$ cat src/rtl/sc_pkg.sv
// ---------------------------------------------------------------------------
// sc_pkg
// Shared definitions for the configuration scan-chain side blocks.
//   - FSM state encoding of the bitstream serializer
//   - sc_clog2: constant ceil(log2(v)) used to size counters
// ---------------------------------------------------------------------------
package sc_pkg;

  typedef logic [2:0] sc_state_t;

  localparam sc_state_t ST_IDLE  = 3'd0;
  localparam sc_state_t ST_CLEAR = 3'd1;
  localparam sc_state_t ST_LOAD  = 3'd2;
  localparam sc_state_t ST_SHIFT = 3'd3;
  localparam sc_state_t ST_DONE  = 3'd4;

  // ceil(log2(v)); returns 0 for v <= 1.
  function automatic int sc_clog2(input int v);
    int r;
    int x;
    r = 0;
    x = v - 1;
    while (x > 0) begin
      r = r + 1;
      x = x >> 1;
    end
    return r;
  endfunction

endpackage

$ cat src/rtl/sc_piso_word.sv
// ---------------------------------------------------------------------------
// sc_piso_word
// One configuration word, parallel in / serial out, LSB first.
//   clk, rst   : clock, async active-high reset
//   load_i     : capture word_i and restart the bit counter
//   shift_i    : shift right by one and advance the bit counter
//   word_i     : parallel word
//   bit_o      : current serial bit (shreg[0])
//   last_o     : the current bit is the word's MSB
// ---------------------------------------------------------------------------
module sc_piso_word
  import sc_pkg::*;
#(
  parameter int WORD_WIDTH = 32
) (
  input  logic                  clk,
  input  logic                  rst,
  input  logic                  load_i,
  input  logic                  shift_i,
  input  logic [WORD_WIDTH-1:0] word_i,
  output logic                  bit_o,
  output logic                  last_o
);

  localparam int BIT_CNT_W = sc_clog2(WORD_WIDTH);

  logic [WORD_WIDTH-1:0] r_shreg;
  logic [BIT_CNT_W-1:0]  r_bit_cnt;

  // A load in the same cycle as a shift wins: the outgoing bit is the last
  // one of the old word and the new word starts at bit 0 next cycle.
  always_ff @(posedge clk or posedge rst) begin
    if (rst) begin
      r_shreg   <= '0;
      r_bit_cnt <= '0;
    end else if (load_i) begin
      r_shreg   <= word_i;
      r_bit_cnt <= '0;
    end else if (shift_i) begin
      r_shreg   <= r_shreg >> 1;
      r_bit_cnt <= r_bit_cnt + BIT_CNT_W'(1);
    end
  end

  assign bit_o  = r_shreg[0];
  assign last_o = (r_bit_cnt == BIT_CNT_W'(WORD_WIDTH - 1));

endmodule

$ cat src/rtl/sc_bitstream_serializer.sv
// ---------------------------------------------------------------------------
// sc_bitstream_serializer
// Feeds the core's configuration scan chain from the bitstream word stream.
// A load clears the chain for one cycle, then shifts exactly SC_LENGTH bits,
// LSB of each word first, one bit per clk.
//   clk, rst       : clock shared with the chain, async active-high reset
//   start_i        : one-cycle load request (ignored and flagged when busy)
//   abort_i        : drop the current load, back to idle
//   word_i/valid_i : configuration word, valid/ready handshake
//   word_ready_o   : word accepted this cycle when valid
//   sc_en_o        : chain shift enable
//   sc_data_o      : chain serial data
//   sc_clear_o     : chain clear, active-low
//   busy_o         : not idle
//   done_o         : one-cycle pulse after the last bit
//   err_o          : one-cycle pulse after a start_i seen while busy
// All outputs are flops or state decode; no input reaches an output.
// ---------------------------------------------------------------------------
module sc_bitstream_serializer
  import sc_pkg::*;
#(
  parameter int SC_LENGTH  = 1024,
  parameter int WORD_WIDTH = 32
) (
  input  logic                  clk,
  input  logic                  rst,
  input  logic                  start_i,
  input  logic                  abort_i,
  input  logic [WORD_WIDTH-1:0] word_i,
  input  logic                  word_valid_i,
  output logic                  word_ready_o,
  output logic                  sc_en_o,
  output logic                  sc_data_o,
  output logic                  sc_clear_o,
  output logic                  busy_o,
  output logic                  done_o,
  output logic                  err_o
);

  localparam int LEN_CNT_W = sc_clog2(SC_LENGTH + 1);

  sc_state_t             r_state;
  sc_state_t             w_next;
  logic [LEN_CNT_W-1:0]  r_len_cnt;
  logic                  r_err;

  logic w_st_idle;
  logic w_st_clear;
  logic w_st_load;
  logic w_st_shift;
  logic w_st_done;
  logic w_bit;
  logic w_last_word;
  logic w_last_load;
  logic w_accept;

  assign w_st_idle  = (r_state == ST_IDLE);
  assign w_st_clear = (r_state == ST_CLEAR);
  assign w_st_load  = (r_state == ST_LOAD);
  assign w_st_shift = (r_state == ST_SHIFT);
  assign w_st_done  = (r_state == ST_DONE);

  assign w_last_load = w_st_shift && (r_len_cnt == LEN_CNT_W'(SC_LENGTH - 1));

  // Ready on the last bit of a word lets the next word follow without a gap.
  // Never ready on the last bit of the load, which caps the words per load
  // at ceil(SC_LENGTH/WORD_WIDTH).
  assign word_ready_o = w_st_load || (w_st_shift && w_last_word && !w_last_load);
  assign w_accept     = word_valid_i && word_ready_o;

  sc_piso_word #(
    .WORD_WIDTH (WORD_WIDTH)
  ) u_piso (
    .clk     (clk),
    .rst     (rst),
    .load_i  (w_accept),
    .shift_i (w_st_shift),
    .word_i  (word_i),
    .bit_o   (w_bit),
    .last_o  (w_last_word)
  );

  always_comb begin
    w_next = r_state;
    case (r_state)
      ST_IDLE:  if (start_i) w_next = ST_CLEAR;
      ST_CLEAR: w_next = ST_LOAD;
      ST_LOAD:  if (w_accept) w_next = ST_SHIFT;
      ST_SHIFT: begin
        if (w_last_load)                  w_next = ST_DONE;
        else if (w_last_word && !w_accept) w_next = ST_LOAD;
      end
      ST_DONE:  w_next = ST_IDLE;
      default:  w_next = ST_IDLE;
    endcase
    // Abort beats everything, including completion in the same cycle.
    if (abort_i && !w_st_idle) w_next = ST_IDLE;
  end

  always_ff @(posedge clk or posedge rst) begin
    if (rst) begin
      r_state   <= ST_IDLE;
      r_len_cnt <= '0;
      r_err     <= 1'b0;
    end else begin
      r_state <= w_next;
      r_err   <= start_i && !w_st_idle;
      if (w_st_idle && start_i)
        r_len_cnt <= '0;
      else if (w_st_shift)
        r_len_cnt <= r_len_cnt + LEN_CNT_W'(1);
    end
  end

  assign sc_en_o    = w_st_shift;
  // Gated so the data line sits at 0 outside of shifting.
  assign sc_data_o  = w_st_shift && w_bit;
  assign sc_clear_o = !w_st_clear;
  assign busy_o     = !w_st_idle;
  assign done_o     = w_st_done;
  assign err_o      = r_err;

endmodule

$ cat config.mk
export PLATFORM = sky130hd
export DESIGN_NAME = sc_bitstream_serializer
export DESIGN_NICKNAME = d
export VERILOG_FILES = /design/src/rtl/sc_pkg.sv /design/src/rtl/sc_piso_word.sv /design/src/rtl/sc_bitstream_serializer.sv
export SDC_FILE = /design/constraint.sdc
export NUM_CORES = 1
export LEC_CHECK = 0
export BUFFER_PORTS_ARGS = -buffer_cell sky130_fd_sc_hd__buf_2
export CAP_MARGIN = 10
export CORE_ASPECT_RATIO = 1.1
export CORE_MARGIN = 5
export CORE_UTILIZATION = 35
export CTS_CLUSTER_SIZE = 14
export DETAILED_ROUTE_END_ITERATION = 6
export GPL_TIMING_DRIVEN = 0
export PLACE_DENSITY = 0.51
export SETUP_SLACK_MARGIN = 0.2
export SYNTH_ARGS = -nofsm -noshare
export SYNTH_HDL_FRONTEND = slang
export SYNTH_SLANG_ARGS = --single-unit
$ cat constraint.sdc
create_clock -name clk -period 2.6 [get_ports clk]
set_input_delay 0.39 -clock clk [delete_from_list [all_inputs] [get_ports clk]]
set_output_delay 0.39 -clock clk [all_outputs]
set_load 0.01 [all_outputs]
==> reports/qor.txt <==
status - complete, no violations
Max Cap Viol - 0
layout cells sized above 1 - 0.2196
total track usage - 0.1254
CTS tree - done
first-pass detailed-route iteration total - 4
RSZ-0062 raised after global routing - no
Post-Syn Nets - 323
final RePlAce weighted congestion - 0.7929
CP Cell Sequence - nand3b_1, buf_2, inv_1, buf_6, nand2_1, o22ai_1, buf_2
Synth area leaders - dfrtp_1 48%, nand2_1 15%, mux2_1 10%, xnor2_1 2.9%, mux2_2 2.5%
largest net degree at the start of global routing - 31
Routed WL - 5534 microns
Layout Nets - 376
Setup crit start kind - register
cts bufs inserted - 5
Worst path most repeated cell - buf_2
Max stage delay on crit path - 0.44 ns
CP arrival - 1.84 ns
PwrDens - 752.4 nW/um^2
Sink Count - 52
cell count after placement - 432
total congestion overflow - 0
Core ar. - 7473 sq um
FP Rows - 33
Final Max Tran Viols - 0
Worst slew margin - 0.6543
detailed-route DRC error count - 0
endpoints failing setup - 0
DIE WIDTH - 93.51 microns
non-filler cells, final - 442
H-tree levels - 2
Hold Crit Class - primary input to async pin
flip-flop and latch area - 1301 sq um
top cell type's share of synthesized area - 0.4846
Post-synth ARST share - 1.000
skew final - 0.01183 ns
post-DP HPWL - 3959 microns
hold buffers post-CTS - 0
register area share after synthesis - 0.4846
VDD IR max - 0.2978 mV
Skew-Pair Late Insertion Delay - 0.31 ns
fill cell count - 768
Syn-to-layout area delta - 17.94%
IO Pins - 44
CTS root buf - clkbuf_8
Placement Cell Area - 3052 sq um
first-pass GRT wire length - 9425 microns
fin area - 3167 sq um
initial antenna violation count - 0
P_leak - 1.572 nW
period utilisation layout - 0.8588
hold slack - 0.09990 ns
Max FO, Critical Path - 10
Fmax achieved - 0.4479 GHz
ANT nets after route - 0
CP required - 2.21 ns
vias in the first global route - 1993
Final Power - 0.002383 W
setup_tns - 0 ns
Post-synth EDFFs - 0
antenna cells - 0
slew of the pin with the lowest slew margin - 0.5178 ns
WL per Instance - 12.52 microns
Setup Crit Path Kind - register to output pin
clk buf depth - 2
Starting Density - 0.3593
slowest CP cell - dfrtp_1
syn_area_per_cell - 9.488 sq um
PortBufs - 43
via count - 2033
average vias per placed instance - 4.600
Yosys cell types - 39
CP Capture Type - output pin
Synth Warn # - 0
most area-hungry cell type in the Yosys netlist - dfrtp_1
Synth Flop Type - dfrtp_1
DIE AREA - 9525 sq um
Hold Vio Cnt, Final - 0
area taken by multi-input logic gates - 1262 sq um
Clock transition at path regs - 0.10 ns
die height - 101.9 microns
Mapped Cells - 283
Initial DRC Count - 64
fin crit period - 2.233 ns
Synth Cell Area - 2685 sq um
Yosys reg bits - 52
-- synth_stat cells, types with 2 or more instances --
master,number
nor2_1,10
mux2_1,25
inv_1,9
o41ai_1,2
nor3_1,4
and2_1,7
nand2b_1,2
nand3b_1,3
xor2_1,2
a21oi_1,3
buf_6,4
mux2_2,6
dfrtp_1,52
clkbuf_1,5
buf_2,4
nand4_1,2
nor4_1,3
ha_1,3
xnor2_1,9
a21boi_1,2
nand2_1,107
o22ai_1,2
-- metrics by stage --
stage	setup slack [ns]	utilization
global route	0.1991	0.4237
finish	0.3672	0.4237
CTS	0.2379	0.4212
detailed placement	0.5041	0.4083
floorplan	0.7239	-
global placement	0.1331	0.4057
-- power breakdown --
part	internal [W]	switching, W
Combinational	0.000344	0.000315
Sequential	0.00108	0.000153
Clock	0.000217	0.000272
-- path summary, 6_finish.rpt --
kind,cells after the start,slack (ns),start,to
worst max-delay path,7,0.37,r_state[2],word_ready_o
worst min register to register,1,0.53,u_piso.r_shreg[31],u_piso.r_shreg[31]
max in group asynchronous,3,1.95,rst,r_state[2]
worst max register to register,7,0.53,r_len_cnt[0],u_piso.r_shreg[11]
worst min-delay path,2,0.1,rst,u_piso.r_shreg[30]
min in group clk,2,0.28,abort_i,r_state[2]
-- placed cells by master, fill, tap and decap left out, types with 3 or more instances in the layout --
| cell | n |
|---|---|
| mux2_2 | 6 |
| nor4_1 | 3 |
| nor2_1 | 10 |
| clkbuf_1 | 6 |
| buf_6 | 5 |
| mux2_1 | 25 |
| ha_1 | 3 |
| nor3_1 | 4 |
| and2_1 | 7 |
| buf_2 | 46 |
| xnor2_1 | 9 |
| nand2_1 | 107 |
| dfrtp_1 | 52 |
| inv_1 | 8 |
| a21oi_1 | 3 |
| nand3b_1 | 3 |
| clkbuf_8 | 6 |
-- cell families after synthesis --
| logic type | share of synthesized area |
|---|---|
| multiplexers | 0.1337 |
| flip-flops | 0.4846 |
| AND/OR/NAND/NOR | 0.2521 |
| XOR/XNOR | 0.03588 |
| buffers and inverters | 0.04520 |
| AO/OA/AOI/OAI | 0.03448 |
| adder cells (fa/ha/maj) | 0.01398 |
-- sequential cells by signal, summed over array words and instances, names as in the netlist --
signal and cells:
r_state 3, r_len_cnt 11, err_o 1, u_piso.r_bit_cnt 5
u_piso.r_shreg 32
-- metal layers --
layer | track usage | share of wire
met5 | 0 | 0
met4 | 0.03382 | 0.011
met3 | 0.03535 | 0.052
met2 | 0.1936 | 0.45
met1 | 0.1736 | 0.48
-- timing repair --
| action | 4_1_cts | 5_1_grt |
|---|---|---|
| endpoints found under the setup margin | 1 | 2 |
| buffers inserted | 0 | 2 |
| gates resized for setup | 1 | 1 |
-- final cells by class --
cell class                 count  share of cell area
clock buffer                   7             0.02726
multi-input combinational    208              0.3987
tap                          105             0.04149
clock inverter                 1            0.002371
buffer                        14             0.02963
inverter                       9             0.01067
sequential                    52              0.4109
timing repair buffer          46             0.07902
-- worst max-delay path, delay by kind of cell, from the launching register on --
kind | cells | cell delay (ns)
AOI/OAI and AO/OA | 1 | 0.13
and+or+nand+nor | 2 | 0.29
DFF | 1 | 0.44
buffers and inverters | 4 | 0.69
Power figures use the tool's default switching activity.
